**src/rtl/spi_cmd_handler_pkg.sv**
```systemverilog
// Shared opcodes, FSM state encoding and default response bytes for the SPI command layer.
package spi_cmd_pkg;

  localparam logic [7:0] OP_GET_STATE = 8'hFF;
  localparam logic [7:0] OP_WRITE_REG = 8'h01;
  localparam logic [7:0] OP_READ_REG  = 8'h02;
  localparam logic [7:0] OP_GET_CNT   = 8'h03;

  localparam logic [7:0] ACK_BYTE_DEF = 8'hA5;
  localparam logic [7:0] ERR_BYTE_DEF = 8'hEE;

  typedef enum logic [1:0] {
    ST_IDLE      = 2'd0,
    ST_WAIT_DATA = 2'd1,
    ST_RESP      = 2'd2
  } state_t;

endpackage

```
**src/rtl/spi_cmd_handler_if.sv**
```systemverilog
// Byte-level handshake between the SPI slave (master side here) and the command handler.
interface spi_cmd_handler_if;
  logic       i_RX_DV;
  logic [7:0] i_RX_Byte;
  logic       o_TX_DV;
  logic [7:0] o_TX_Byte;

  modport slave  (input  i_RX_DV, i_RX_Byte, output o_TX_DV, o_TX_Byte);
  modport master (output i_RX_DV, i_RX_Byte, input  o_TX_DV, o_TX_Byte);
endinterface

```
**src/rtl/spi_cmd_handler.sv**
```systemverilog
// Decodes SPI command bytes and loads one response byte per command.
// Optional WAIT_DATA timeout enabled by defining SPI_CMD_TIMEOUT_EN.
//   state        | meaning
//   ST_IDLE      | waiting for an opcode byte
//   ST_WAIT_DATA | WRITE_REG seen, waiting for its data byte
//   ST_RESP      | response loaded this cycle; extra RX bytes are dropped
module spi_cmd_handler
  import spi_cmd_pkg::*;
#(
  parameter logic [7:0] ACK_BYTE = ACK_BYTE_DEF,
  parameter logic [7:0] ERR_BYTE = ERR_BYTE_DEF
`ifdef SPI_CMD_TIMEOUT_EN
  ,
  parameter int unsigned TIMEOUT_CYCLES = 1024
`endif
) (
  input  logic                   i_Clk,
  input  logic                   i_Rst,
  spi_cmd_handler_if.slave       bus,
  input  logic                   i_SPI_CS_n,
  input  logic [1:0]             i_Fsm_State,
  output logic [7:0]             o_Reg,
  output logic                   o_Cmd_Err
);

  state_t     state_q;
  logic       tx_dv_q;
  logic [7:0] tx_byte_q;
  logic [7:0] reg_q;
  logic       err_q;
  logic [7:0] cmd_cnt_q;

`ifdef SPI_CMD_TIMEOUT_EN
  localparam int TW = $clog2(TIMEOUT_CYCLES) + 1;
  logic [TW-1:0] tmo_cnt_q;
`endif

  always_ff @(posedge i_Clk) begin
    if (i_Rst) begin
      state_q   <= ST_IDLE;
      tx_dv_q   <= 1'b0;
      tx_byte_q <= 8'h00;
      reg_q     <= 8'h00;
      err_q     <= 1'b0;
      cmd_cnt_q <= 8'h00;
`ifdef SPI_CMD_TIMEOUT_EN
      tmo_cnt_q <= '0;
`endif
    end else begin
      tx_dv_q <= 1'b0;
      err_q   <= 1'b0;
      case (state_q)
        ST_IDLE: begin
          if (bus.i_RX_DV) begin
            state_q <= ST_RESP;
            unique case (bus.i_RX_Byte)
              OP_GET_STATE: begin
                tx_byte_q <= {6'b0, i_Fsm_State};
                tx_dv_q   <= 1'b1;
                cmd_cnt_q <= cmd_cnt_q + 8'd1;
              end
              OP_READ_REG: begin
                tx_byte_q <= reg_q;
                tx_dv_q   <= 1'b1;
                cmd_cnt_q <= cmd_cnt_q + 8'd1;
              end
              OP_GET_CNT: begin
                tx_byte_q <= cmd_cnt_q;
                tx_dv_q   <= 1'b1;
                cmd_cnt_q <= cmd_cnt_q + 8'd1;
              end
              OP_WRITE_REG: begin
                state_q <= ST_WAIT_DATA;
`ifdef SPI_CMD_TIMEOUT_EN
                tmo_cnt_q <= '0;
`endif
              end
              default: begin
                tx_byte_q <= ERR_BYTE;
                tx_dv_q   <= 1'b1;
                err_q     <= 1'b1;
              end
            endcase
          end
        end
        ST_WAIT_DATA: begin
          // Data beats both CS release and timeout when they coincide.
          if (bus.i_RX_DV) begin
            reg_q     <= bus.i_RX_Byte;
            tx_byte_q <= ACK_BYTE;
            tx_dv_q   <= 1'b1;
            cmd_cnt_q <= cmd_cnt_q + 8'd1;
            state_q   <= ST_RESP;
          end else if (i_SPI_CS_n) begin
            err_q   <= 1'b1;
            state_q <= ST_IDLE;
          end
`ifdef SPI_CMD_TIMEOUT_EN
          else if (tmo_cnt_q == TW'(TIMEOUT_CYCLES - 1)) begin
            err_q   <= 1'b1;
            state_q <= ST_IDLE;
          end else begin
            tmo_cnt_q <= tmo_cnt_q + TW'(1);
          end
`endif
        end
        ST_RESP: begin
          state_q <= ST_IDLE;
          if (bus.i_RX_DV) err_q <= 1'b1;
        end
        default: state_q <= ST_IDLE;
      endcase
    end
  end

  assign bus.o_TX_DV   = tx_dv_q;
  assign bus.o_TX_Byte = tx_byte_q;
  assign o_Reg         = reg_q;
  assign o_Cmd_Err     = err_q;

endmodule

```
**src/flat_wrapper.sv**
```systemverilog
// flat-port wrapper written by rule: the top's interface ports become plain ports
module spi_cmd_handler_flat import spi_cmd_pkg::*;
#(
  parameter logic [7:0] ACK_BYTE = ACK_BYTE_DEF,
  parameter logic [7:0] ERR_BYTE = ERR_BYTE_DEF

)
  (i_Clk, i_Rst, i_SPI_CS_n, i_Fsm_State, o_Reg, o_Cmd_Err, bus_i_RX_DV, bus_i_RX_Byte, bus_o_TX_DV, bus_o_TX_Byte);
  spi_cmd_handler_if bus_i ();
  input  logic i_Clk;
  input  logic i_Rst;
  input  logic i_SPI_CS_n;
  input  logic [1:0] i_Fsm_State;
  output logic [7:0] o_Reg;
  output logic o_Cmd_Err;
  input wire logic [$bits(bus_i.i_RX_DV)-1:0] bus_i_RX_DV;
  input wire logic [$bits(bus_i.i_RX_Byte)-1:0] bus_i_RX_Byte;
  output wire logic [$bits(bus_i.o_TX_DV)-1:0] bus_o_TX_DV;
  output wire logic [$bits(bus_i.o_TX_Byte)-1:0] bus_o_TX_Byte;
  assign bus_i.i_RX_DV = bus_i_RX_DV;
  assign bus_i.i_RX_Byte = bus_i_RX_Byte;
  assign bus_o_TX_DV = bus_i.o_TX_DV;
  assign bus_o_TX_Byte = bus_i.o_TX_Byte;
  spi_cmd_handler #(.ACK_BYTE(ACK_BYTE), .ERR_BYTE(ERR_BYTE)) u_core (.i_Clk(i_Clk), .i_Rst(i_Rst), .bus(bus_i), .i_SPI_CS_n(i_SPI_CS_n), .i_Fsm_State(i_Fsm_State), .o_Reg(o_Reg), .o_Cmd_Err(o_Cmd_Err));
endmodule
```
**config.mk**
```make
export PLATFORM = sky130hd
export DESIGN_NAME = spi_cmd_handler_flat
export DESIGN_NICKNAME = d
export VERILOG_FILES = /design/src/rtl/spi_cmd_handler_pkg.sv /design/src/rtl/spi_cmd_handler_if.sv /design/src/rtl/spi_cmd_handler.sv /design/src/flat_wrapper.sv
export SDC_FILE = /design/constraint.sdc
export NUM_CORES = 1
export LEC_CHECK = 0
export CORE_MARGIN = 5
export CORE_UTILIZATION = 50
export CTS_BUF_LIST = sky130_fd_sc_hd__clkbuf_16
export CTS_CLUSTER_DIAMETER = 40
export DETAILED_ROUTE_END_ITERATION = 16
export PLACE_DENSITY_LB_ADDON = 0.3
export SYNTH_ARGS = -nofsm -noshare
export SYNTH_HDL_FRONTEND = slang
export SYNTH_SLANG_ARGS = --single-unit
```
**constraint.sdc**
```tcl
create_clock -name i_Clk -period 3.1 [get_ports i_Clk]
set_input_delay 0.93 -clock i_Clk [delete_from_list [all_inputs] [get_ports i_Clk]]
set_output_delay 0.93 -clock i_Clk [all_outputs]
set_load 0.03 [all_outputs]
```
# [Word-level counts from Yosys, hierarchy flattened]
# Index checks and enable logic that the tools add are counted.
[totals] register_bits=28
[classes] add_sub_neg=1 n_eq_ne=11 mux=22 reduce_logical=8
[op_table] operator="$mux 8" count=5
[op_table] operator="$pmux 8 s2" count=2
[op_table] operator="$pmux 8 s4" count=1
[op_table] operator="$eq 8x2->1 const B" count=2
[op_table] operator="$add 8x1->8 const B" count=1
[op_table] operator="$eq 8x1->1 const B" count=1
[op_table] operator="$eq 8x8->1 const B" count=1
[op_table] operator="$mux 2" count=4
[op_table] operator="$ne 2x2->1 const B" count=4
[op_table] operator="$reduce_and 4->1" count=2
[op_table] operator="$mux 1" count=7
[op_table] operator="$pmux 2 s2" count=1
[op_table] operator="$reduce_and 2->1" count=2
[op_table] operator="$reduce_or 4->1" count=1
[op_table] operator="$ne 3x3->1 const B" count=1
[op_table] operator="$pmux 1 s3" count=1
[op_table] operator="$reduce_or 3->1" count=1
[op_table] operator="$eq 2x1->1 const B" count=1
[op_table] operator="$eq 2x2->1 const B" count=1
[op_table] operator="$logic_not 2->1" count=1
[op_table] operator="$pmux 1 s2" count=1
[op_table] operator="$reduce_bool 2->1" count=1

# [Depth between registers and ports, before layout]
# Gate-level depths: netlist of run 1.
[depth] word_depth=5 depth_mapped=6

# [Worst setup path after synthesis of run 1]
# OpenSTA, ideal clock, no wires.
[synth_timing] kind="input-to-reg" startpoint="in bus_i_RX_Byte[7]" endpoint="reg u_core.cmd_cnt_q[6]" arrival_ps=2153 required_time_ps=3029 setup_slack_ps=877 cell_stages=5 path_cell_list="nor4_4 > and3_4 > o31ai_4 > or4_1 > a21oi_1"
[synth_between] elab_chain_len=4 word_cells_on_any_way=6
[synth_rtl] item="start, declared" line_no="flat_wrapper.sv:17" source="input wire logic [$bits(bus_i.i_RX_Byte)-1:0] bus_i_RX_Byte;"
[synth_rtl] item="$eq 8x8->1 / $eq 8x2->1 (equally long branches)" line_no="spi_cmd_handler.sv:56" source="unique case (bus.i_RX_Byte)"
[synth_rtl] item="$reduce_or 3->1 (no source line) *"
[synth_rtl] item="$ne 2x2->1 (no source line) *"
[synth_rtl] item="$reduce_and 4->1 (no source line) *"
[synth_rtl] item="end signal, assigned" line_no="spi_cmd_handler.sv:60" source="cmd_cnt_q <= cmd_cnt_q + 8'd1;"
[synth_rtl] item="end signal, assigned" line_no="spi_cmd_handler.sv:65" source="cmd_cnt_q <= cmd_cnt_q + 8'd1;"
[synth_rtl] item="end signal, assigned" line_no="spi_cmd_handler.sv:70" source="cmd_cnt_q <= cmd_cnt_q + 8'd1;"
[synth_rtl] item="end, declared" line_no="spi_cmd_handler.sv:31" source="logic [7:0] cmd_cnt_q;"
# Mark *: on every way between the ends. The rest lies on a longest branch, timed or not.
# A chain may end at the register's enable or synchronous reset.

# [Final worst setup path of run 1]
# Ends and elaborated chain as after synthesis.

==> results_dict.tcl, run 1 <==
set metrics [dict create \
    synth_fp_nets 163 \
    dp.cells 206 \
    grt_setup_unrepaired "no" \
    post_cts_resized 0 \
    numPortBuffers 31 \
    grt_start_max_net_pins 19 \
    async_reset_ff_share_pct 0 \
    layout.cells.non_filler 210 \
    synth_warnings 0 \
    longest_clk_path_bufs 2 \
    placeableCoreArea_um2 2500 \
    wl_per_cell_um 15.15 \
    synth.avg_cell_area_um2 8.961 \
    synth_flop_cell "sky130_fd_sc_hd__dfxtp_1" \
    final_max_slew_viol_count 0 \
    rows 18 \
    max-slew-margin-rel_pct 69.13 \
    net-switching-power_mw 0.1753 \
    finalWorstPathRequiredPeriod_ns 2.691 \
    dp_slack_ns 0.1792 \
    cts_post_setup_buffers_inserted 0 \
    cts_tree "built" \
    buffer_type_at_the_clock_tree_root "sky130_fd_sc_hd__clkbuf_16" \
    worstHoldStart "u_core.bus.o_TX_Byte[1]" \
    synth.cell_area_um2 1326 \
    worst_skew_late_latency_ns 0.26 \
    antennaDiodeCount 0 \
    timing.fmax_ghz 0.3716 \
    maxCapViolations 0 \
    io_pins 32 \
    initial_utilization_pct 53.05 \
    top_area_cell_type_share_of_the_netlist_area_pct 42.26 \
    ys_ff_latch 28 \
    run_status "completed" \
    drc 0 \
    r2r_start "u_core.state_q[0]" \
    layout_setup_ws_ns 0.4091 \
    synth_edf_count 0 \
    synthDistinctLibCells 36 \
    globalplace.congestion 0.8280 \
    post_route_ant_nets 0 \
    drt_wl_total_um 3182 \
    ys_seq_area_share_pct 42.26 \
    crit_type "input pin to flop" \
    numClockSinks 28 \
    numCtsBuffers 3 \
    cts-htree-levels 1 \
    worst-path-max-fanout 13 \
    critPathLaunch "bus_i_RX_Byte[7]" \
    power.internal_mw 0.5895 \
    post_synth_main_area_contributors "sky130_fd_sc_hd__dfxtp_1 (42%), sky130_fd_sc_hd__mux2i_1 (11%), sky130_fd_sc_hd__nor2_1 (7.9%), sky130_fd_sc_hd__a21oi_1 (4.5%), sky130_fd_sc_hd__nor3_1 (2.6%)" \
    final_util_pct 70.27 \
    first_iter_violations 64 \
    die-width_um 61.50 \
    initial_antenna_violation_count 0 \
    num-nets-final 196 \
    grt.overflow.total 0 \
    die_y_um 61.50 \
    final.period_utilization_pct 86.80 \
    post-synth-top-area-cell "sky130_fd_sc_hd__dfxtp_1" \
    drt_pass1_iterations 4 \
    fillerInstances 209 \
    pwr-share-clk_pct 37.7 \
    first_global_vias 1128 \
    grt_use_total_pct 18.52 \
    place.detailed.hpwl_um 2391 \
    vias 1185 \
    power_leakage_nw 0.7057 \
    power_switching_share_pct 22.92 \
    viasPerCell 5.643 \
    pwr-share-comb_pct 13.2 \
    setup_viol 0 \
    hold_path.class "flop to flop" \
    area_growth_pct 32.45 \
    die-area_um2 3782 \
    power.share.sequential_pct 49.1 \
    timing.critical_path.to_type "flop" \
    drive_above_1_share_pct 7.778 \
    wire_length_of_the_first_global_routing_pass_um 5257 \
    critPathArrivalTime_ns 2.88 \
    cts_hold_repair.buffers 0 \
    minimum_hold_slack_ns 0.4587 \
    tightest_slew_ns 0.4619 \
    finalHoldViolCount 0 \
    worstPathRequired_ns 3.29 \
    cells_after_synth 148 \
    critical_path.startpoint_type "input pin" \
    post_synth_most_frequent_cells "sky130_fd_sc_hd__dfxtp_1 (28), sky130_fd_sc_hd__nor2_1 (28), sky130_fd_sc_hd__mux2i_1 (14)" \
    worst_clock_skew_ns 0.001994 \
    setup-tns-final_ns 0 \
    power_density_nw_per_um2 435.4 \
    worst_setup_hold_path_clk_slew_ns 0.06 \
    maximum_vdd_ir_drop_uv 335.3 \
]
critical path: stages:
cell and delay (ns):
sky130_fd_sc_hd__clkdlybuf4s50_1 0.49, sky130_fd_sc_hd__nor4_4 0.37, sky130_fd_sc_hd__and3_4 0.34, sky130_fd_sc_hd__o31ai_4 0.10
sky130_fd_sc_hd__or4_1 0.49, sky130_fd_sc_hd__a21oi_1 0.15
sequential cells by signal (all words and copies together) (netlist names):
signal and count:
u_core.bus.o_TX_Byte 8, u_core.bus.o_TX_DV 1, u_core.cmd_cnt_q 8, u_core.o_Cmd_Err 1, u_core.o_Reg 8, u_core.state_q 2
layer usage:
metal,track usage (%),part of all wire (%),vias up
li1,-,-,600
met1,24.94,46,546
met2,29.90,49,35
met3,3.774,4.2,4
met4,5.455,0.91,0
met5,0,0,-
kinds of logic (layout without fill, tap and decap cells):
kind of cell / Yosys count / in the layout / synth area share (%)
buf+inv: 9 / 41 / 2.829
compound gates: 30 / 30 / 15.94
mux: 16 / 16 / 12.26
xor+xnor: 3 / 3 / 1.981
fa+ha+maj: 1 / 1 / 0.9432
flops: 28 / 28 / 42.26
simple gates: 61 / 61 / 23.77
cell usage in the layout (no fill, tap or decap), drive strengths merged, types with 3 or more instances in the layout:
| cell | count |
|---|---|
| a21oi | 12 |
| buf | 5 |
| clkbuf | 3 |
| clkdlybuf4s50 | 31 |
| dfxtp | 28 |
| mux2i | 14 |
| nand2 | 5 |
| nand3 | 4 |
| nand4 | 3 |
| nor2 | 28 |
| nor3 | 7 |
| o21ai | 3 |
| o31ai | 4 |
| or3 | 3 |
| xor2 | 3 |
path summary, 6_finish.rpt:
check | to | slack [ns] | cells after the start
worst max-delay path | u_core.cmd_cnt_q[6] | 0.41 | 6
worst min-delay path | u_core.bus.o_TX_Byte[1] | 0.46 | 2
worst max register to register | u_core.bus.o_TX_Byte[4] | 1.31 | 5
worst min register to register | u_core.bus.o_TX_Byte[1] | 0.46 | 2
power groups by stage:
stage | Clock, mW | Sequential [mW] | Combinational, mW
5_1_grt | 0.308 | 0.377 | 0.109
4_1_cts | 0.291 | 0.375 | 0.101
3_3_place_gp | 0 | 0.383 | 0.0993
3_5_place_dp | 0 | 0.384 | 0.101
2_1_floorplan | 0 | 0.401 | 0.0337
6_report | 0.288 | 0.375 | 0.101
final cells by class:
type / count / area (µm²) / share of cell area, %
Clock buffer: 3 / 75.07 / 4.274
Clock inverter: 1 / 3.754 / 0.2137
Inverter: 1 / 3.754 / 0.2137
Multi-Input combinational cell: 111 / 728.2 / 41.45
Sequential cell: 28 / 560.5 / 31.91
Tap cell: 30 / 37.54 / 2.137
Timing Repair Buffer: 36 / 347.8 / 19.80
per-stage QoR:
| stage | power, mW | area [µm²] |
|---|---|---|
| 2_1_floorplan | 0.4344 | 1326 |
| 3_3_place_gp | 0.4823 | 1678 |
| 3_5_place_dp | 0.4843 | 1678 |
| 4_1_cts | 0.7677 | 1757 |
| 5_1_grt | 0.7944 | 1757 |
| 6_report | 0.7649 | 1757 |
Power figures use the tool's default switching activity.
==> run 2, diff against run 1 <==
Settings changed: ABC_AREA from default to 1.
==> run 2 against run 1 <==
  * Sequential power barely moved
  * Synthesized cell count grew 43%
  * Register-to-register slack improved by 0.25 ns
  * Design area grew 6.6%
  * Power increased by 15%
  * Flip-flop and latch count is the same
  * Clock power up 34%
  * Clock skew rose by 0.0046 ns
  * Synthesized area rose by 7.1%
  * Sequential share of layout area shrank 2.0 points
  * Fmax is 8.7% higher
  * Critical endpoint is now u_core.cmd_cnt_q[1]
  * Largest cell class unchanged
  * Largest power group is now clock
==> results_dict.tcl, run 2 <==
set metrics [dict create \
    run_status "completed" \
    worstPathRequired_ns 3.24 \
    numCtsBuffers 3 \
    route.met2.wl_um 1609 \
    grt_start_max_net_pins 17 \
    cp_cell_sequence "clkdlybuf4s50_1 -> inv_1 -> nand2_1 -> nor2_1 -> nand2_1 -> nand4_2 -> nand2_2 -> nand2_1 -> a21oi_1" \
    worst-path-max-fanout 9 \
    dpl-instance-area_um2 1767 \
    worst_clock_skew_ns 0.006614 \
    worst_path_largest_cell_delay_ns 0.44 \
    final_common_cell "sky130_fd_sc_hd__nand2_1" \
    synth.cell_area_um2 1420 \
    met3RoutedLength_um 226 \
    dr.max_layer_used "met4" \
    ff_latch_area_um2 560.5 \
    buffer_type_at_the_clock_tree_root "sky130_fd_sc_hd__clkbuf_16" \
    die_y_um 63.30 \
    crit_family "simple AND/OR/NAND/NOR gates" \
    grt_setup_unrepaired "no" \
    post-synth-top-area-cell "sky130_fd_sc_hd__dfxtp_1" \
    worst_skew_late_latency_ns 0.27 \
    post_route_ant_nets 0 \
    synth_fp_nets 227 \
    synth_most_common_cell "sky130_fd_sc_hd__nand2_1" \
    min_to "u_core.cmd_cnt_q[7]" \
    finalWorstPathRequiredPeriod_ns 2.475 \
    drt_wl_total_um 3567 \
    hold_path.class "flop to flop" \
    r2r_start "u_core.state_q[1]" \
    power_switching_share_pct 23.18 \
    cts_tree "built" \
    tightest_slew_ns 0.4199 \
    fin_area_um2 1872 \
    place.detailed.hpwl_um 2694 \
    maximum_vdd_ir_drop_uv 437.4 \
    worst_setup_hold_path_clk_slew_ns 0.07 \
    area_growth_pct 31.81 \
    first_iter_violations 80 \
    cts_post_setup_buffers_inserted 0 \
    worstHoldStart "u_core.cmd_cnt_q[7]" \
    power_leakage_nw 0.7560 \
    final_max_slew_viol_count 0 \
    io_pins 32 \
    synth_warnings 0 \
    setup_viol 0 \
    top_area_cell_type_share_of_the_netlist_area_pct 39.47 \
    num-nets-final 260 \
    power_density_nw_per_um2 470.5 \
    layout.cells.most_common_list "sky130_fd_sc_hd__nand2_1 (50), sky130_fd_sc_hd__nand3_1 (33), sky130_fd_sc_hd__clkdlybuf4s50_1 (31)" \
    longest_clk_path_bufs 2 \
    post_synth_most_frequent_cells "sky130_fd_sc_hd__nand2_1 (50), sky130_fd_sc_hd__nand3_1 (33), sky130_fd_sc_hd__dfxtp_1 (28)" \
    wire_length_of_the_first_global_routing_pass_um 6292 \
    worst_hold_path.num_cells 2 \
    ys_seq_area_share_pct 39.47 \
    net-switching-power_mw 0.2041 \
    timing.reg2reg.worst_path_depth 9 \
    critical_path.most_common_cell "sky130_fd_sc_hd__nand2_1" \
    first_global_vias 1410 \
    critical_path.startpoint_type "input pin" \
    timing.critical_path.to_type "flop" \
    synth.avg_cell_area_um2 6.699 \
    fillerInstances 245 \
    initial_antenna_violation_count 0 \
    antennaDiodeCount 0 \
    grt_use_total_pct 19.18 \
    maxCapViolations 0 \
    cells_after_synth 212 \
    rrSetupSlack_ns 1.56 \
    final.period_utilization_pct 79.84 \
    synth_edf_count 0 \
    pwr-share-comb_pct 13.4 \
    async_reset_ff_share_pct 0 \
    viasPerCell 5.338 \
    initial_utilization_pct 51.95 \
    crit_type "input pin to flop" \
    drive_above_1_share_pct 6.557 \
    synth_flop_cell "sky130_fd_sc_hd__dfxtp_1" \
    die-width_um 63.30 \
    max-slew-margin-rel_pct 71.90 \
    post_synth_main_area_contributors "sky130_fd_sc_hd__dfxtp_1 (39%), sky130_fd_sc_hd__nand2_1 (13%), sky130_fd_sc_hd__nand3_1 (12%), sky130_fd_sc_hd__a21oi_1 (7.0%), sky130_fd_sc_hd__inv_1 (6.6%)" \
    placeableCoreArea_um2 2734 \
    rows 19 \
    finalHoldViolCount 0 \
    critPathArrivalTime_ns 2.62 \
    post_cts_resized 0 \
    wl_per_cell_um 12.97 \
    power.internal_mw 0.6765 \
    setup-tns-final_ns 0 \
    multiInputGateArea_um2 737.0 \
    power.share.sequential_pct 42.9 \
    globalplace.congestion 0.9090 \
    drc 0 \
    grt.overflow.total 0 \
    rr_endpoint "u_core.bus.o_TX_Byte[6]" \
    critical_path_buf_inv_count 2 \
    vias 1468 \
    ys_ff_latch 28 \
    die-area_um2 4006 \
    timing.critical_path.slowest_stage_cell "sky130_fd_sc_hd__clkdlybuf4s50_1" \
    pwr-share-clk_pct 43.7 \
    drt_pass1_iterations 4 \
    cts_hold_repair.buffers 0 \
    numClockSinks 28 \
    timing.fmax_ghz 0.4040 \
    synthDistinctLibCells 22 \
    cts-htree-levels 1 \
    numPortBuffers 31 \
    wl_met1_um 1660 \
]
[run 2: how the worst max path moves through the flow]
stage / cells after the start / slack (ns) / endpoint / startpoint
3_3_place_gp: 9 / 0.41 / u_core.cmd_cnt_q[6] / bus_i_RX_Byte[7]
2_1_floorplan: 10 / 1.15 / u_core.bus.o_TX_Byte[1] / bus_i_RX_DV
6_report: 9 / 0.62 / u_core.cmd_cnt_q[1] / bus_i_RX_Byte[7]
4_1_cts: 9 / 0.65 / u_core.cmd_cnt_q[1] / bus_i_RX_Byte[6]
5_1_grt: 9 / 0.45 / u_core.cmd_cnt_q[1] / bus_i_RX_Byte[6]
3_5_place_dp: 9 / 0.39 / u_core.cmd_cnt_q[1] / bus_i_RX_Byte[6]
[run 2: layout make-up]
type | count | area share (%)
multi-input combinational | 152 | 39.37
clock buffer | 3 | 4.011
sequential | 28 | 29.95
clock inverter | 1 | 1.604
inverter | 26 | 5.214
timing repair buffer | 34 | 17.78
tap | 31 | 2.072
[run 2: worst register-to-register path, cell delays in order, from the launching register on]
cell and delay (ns):
sky130_fd_sc_hd__dfxtp_1 0.47, sky130_fd_sc_hd__nor2_2 0.15, sky130_fd_sc_hd__nand2_2 0.09, sky130_fd_sc_hd__nand2_2 0.06, sky130_fd_sc_hd__nor2_4 0.25, sky130_fd_sc_hd__nand2_4 0.15, sky130_fd_sc_hd__nand2_1 0.11, sky130_fd_sc_hd__nand3_1 0.07
sky130_fd_sc_hd__nand2_1 0.06, sky130_fd_sc_hd__inv_1 0.04
[run 2: cell families after synthesis]
family	synth area share (%)
simple gates	34.71
compound gates	13.22
buf+inv	8.634
flops	39.47
xor+xnor	3.084
fa+ha+maj	0.8809
[run 2: metrics by stage]
step	hold WS (ns)	setup WS, ns	utilization (%)	power (mW)	std cells
4_1_cts	0.4777	0.6531	68.47	0.8824	275
3_3_place_gp	0.4602	0.4060	64.62	0.5016	271
2_1_floorplan	0.4411	1.152	-	0.4513	212
6_report	0.4777	0.6250	68.47	0.8806	275
3_5_place_dp	0.4686	0.3863	64.62	0.5033	271
5_1_grt	0.5207	0.4490	68.47	0.9102	275
[run 2: per-layer routing]
metal  vias to the layer above  global-route usage (%)
met5                         -                       0
met4                         0                   7.013
met3                         7                   2.842
met2                        51                   31.92
met1                       654                   25.00
li1                        756                       -
[run 2: power by group through the flow]
stage / registers [mW] / logic, mW / clock network, mW
floorplan: 0.406 / 0.0451 / 0
global placement: 0.386 / 0.116 / 0
detailed placement: 0.386 / 0.118 / 0
CTS: 0.377 / 0.118 / 0.387
global route: 0.379 / 0.129 / 0.402
finish: 0.377 / 0.118 / 0.385
==> run 3, diff against run 2 <==
Settings changed: CORE_UTILIZATION 50 to 49.
Clock period 3.1 ns to 2.57 ns, I/O delays scaled along.
==> run 3 against run 2 <==
  * Combinational power is 21% higher
  * Power is 7.7% higher
  * Global-route usage is 0.18 points lower
  * Largest cell class unchanged
  * Critical path depth is 1 higher
  * Design area is 1.0% lower
  * Wire length is 3.5% higher
  * Critical endpoint is now u_core.cmd_cnt_q[2]
  * Flip-flop and latch count stayed put
  * Register-to-register slack worse by 0.55 ns
  * Final cell count is 0.36% higher
==> results_dict.tcl, run 3 (synthesized netlist as in run 2, its figures left out) <==
set metrics [dict create \
    layout.cells.most_common_list "sky130_fd_sc_hd__nand2_1 (50), sky130_fd_sc_hd__nand3_1 (33), sky130_fd_sc_hd__clkdlybuf4s50_1 (31)" \
    critical_path.most_common_cell "sky130_fd_sc_hd__nand2_1" \
    layout_setup_ws_ns 0.3457 \
    cts_hold_repair.buffers 0 \
    first_iter_violations 94 \
    cts-htree-levels 1 \
    net-switching-power_mw 0.2337 \
    critical_path_buf_inv_count 3 \
    worst_clock_skew_ns 0.001883 \
    fin_area_um2 1853 \
    area_growth_pct 30.48 \
    grt_use_total_pct 19.00 \
    hold_path.class "flop to flop" \
    drt_wl_total_um 3692 \
    final_util_pct 67.20 \
    die_y_um 63.84 \
    multiInputGateArea_um2 737.0 \
    critPathArrivalTime_ns 2.42 \
    worst_path_largest_cell_delay_ns 0.51 \
    timing.reg2reg.worst_path_depth 9 \
    met3_usage_pct 2.977 \
    fillerInstances 252 \
    worst-path-max-fanout 12 \
    initial_utilization_pct 51.50 \
    drt_pass1_iterations 4 \
    numCtsBuffers 3 \
    wire_length_of_the_first_global_routing_pass_um 6410 \
    num-nets-final 261 \
    globalplace.congestion 0.9423 \
    drive_above_1_share_pct 6.531 \
    run_status "completed" \
    dp_slack_ns 0.1139 \
    setup-tns-final_ns 0 \
    pwr-share-comb_pct 15.1 \
    minimum_hold_slack_ns 0.4637 \
    final.period_utilization_pct 86.55 \
    groute.layer.met2.usage_pct 33.79 \
    post_cts_resized 0 \
    grt.overflow.total 0 \
    cts_tree "built" \
    timing.critical_path.to_type "flop" \
    maximum_vdd_ir_drop_uv 543.8 \
    placeableCoreArea_um2 2758 \
    longest_clk_path_bufs 2 \
    power_switching_share_pct 24.65 \
    drc 0 \
    setup_viol 0 \
    wl_per_cell_um 13.38 \
    power.internal_mw 0.7145 \
    final_common_cell "sky130_fd_sc_hd__nand2_1" \
    rows 19 \
    tightest_slew_ns 0.3497 \
    post_route_ant_nets 0 \
    dpl-instance-area_um2 1774 \
    final_max_slew_viol_count 0 \
    crit_type "input pin to flop" \
    power_density_nw_per_um2 511.7 \
    power.share.sequential_pct 48.1 \
    place.detailed.hpwl_um 2725 \
    finalWorstPathRequiredPeriod_ns 2.224 \
    io_pins 32 \
    worst_setup_hold_path_clk_slew_ns 0.07 \
    viasPerCell 5.286 \
    first_global_vias 1410 \
    max-slew-margin-rel_pct 76.63 \
    crit_family "simple AND/OR/NAND/NOR gates" \
    antennaDiodeCount 0 \
    pwr-share-clk_pct 36.8 \
    worst_skew_late_latency_ns 0.26 \
    timing.fmax_ghz 0.4496 \
    grt_most_used_layer "met2" \
    power_leakage_nw 0.7488 \
    cp_cell_sequence "clkdlybuf4s50_1 -> inv_1 -> nand2_1 -> nor2_1 -> buf_4 -> nand2_1 -> nand4_2 -> nand2_2 -> nand2_1 -> a21oi_1" \
    ff_latch_area_um2 560.5 \
    die-area_um2 4075 \
    timing.critical_path.slowest_stage_cell "sky130_fd_sc_hd__clkdlybuf4s50_1" \
    die-width_um 63.84 \
    cp_depth 10 \
    rrSetupSlack_ns 1.01 \
    worst_hold_path.num_cells 2 \
    cts_post_setup_buffers_inserted 0 \
    initial_antenna_violation_count 0 \
    maxCapViolations 0 \
    vias 1459 \
    finalHoldViolCount 0 \
    numClockSinks 28 \
    grt_setup_unrepaired "no" \
    worstPathRequired_ns 2.76 \
    gr-usage-met1_pct 23.50 \
    buffer_type_at_the_clock_tree_root "sky130_fd_sc_hd__clkbuf_16" \
    grt_start_max_net_pins 19 \
    critical_path.startpoint_type "input pin" \
    numPortBuffers 31 \
]
-- run 3: cell types whose count changed in the layout (fill, tap and decap cells not counted) --
cell / before / now
sky130_fd_sc_hd__clkinv_1: 0 / 1
sky130_fd_sc_hd__bufinv_16: 1 / 0
sky130_fd_sc_hd__buf_4: 3 / 4
-- run 3: through the flow --
step,std cells,total power [mW]
floorplan,212,0.5444
finish,276,0.9482
CTS,276,0.9555
global route,276,0.9880
detailed placement,272,0.6078
global placement,272,0.6061
-- run 3: worst reg2reg max path, stage by stage (launching register included) --
cell and delay [ns]:
sky130_fd_sc_hd__dfxtp_1 0.47, sky130_fd_sc_hd__nor2_2 0.15, sky130_fd_sc_hd__nand2_2 0.10, sky130_fd_sc_hd__nand2_2 0.06, sky130_fd_sc_hd__nor2_4 0.23, sky130_fd_sc_hd__nand2_4 0.15, sky130_fd_sc_hd__nand2_1 0.11, sky130_fd_sc_hd__nand3_1 0.09
sky130_fd_sc_hd__nand2_1 0.07, sky130_fd_sc_hd__inv_1 0.04
-- run 3: metal layers --
layer,share of wire [%],vias up
met5,0,-
met4,1.7,0
met3,5.7,6
met2,49,51
met1,44,650
li1,-,752
-- run 3: area by class of cell --
type / count / share of cell area (%)
Clock inverter: 1 / 0.2026
Tap cell: 31 / 2.093
Timing Repair Buffer: 35 / 18.37
Clock buffer: 3 / 4.051
Sequential cell: 28 / 30.25
Inverter: 26 / 5.267
Multi-Input combinational cell: 152 / 39.77
-- run 3: power by group through the flow --
stage / Combinational, mW / Clock (mW) / Sequential (mW)
after floorplan: 0.0544 / 0 / 0.490
after global placement: 0.140 / 0 / 0.466
after detailed placement: 0.142 / 0 / 0.466
after CTS: 0.143 / 0.356 / 0.456
after global routing: 0.157 / 0.373 / 0.458
final: 0.143 / 0.349 / 0.456
-- run 3: final timing paths --
kind | from | end
worst min register to register | u_core.cmd_cnt_q[7] | u_core.cmd_cnt_q[7]
worst max-delay path | bus_i_RX_Byte[5] | u_core.cmd_cnt_q[2]
worst max register to register | u_core.state_q[1] | u_core.bus.o_TX_Byte[3]
worst min-delay path | u_core.cmd_cnt_q[7] | u_core.cmd_cnt_q[7]
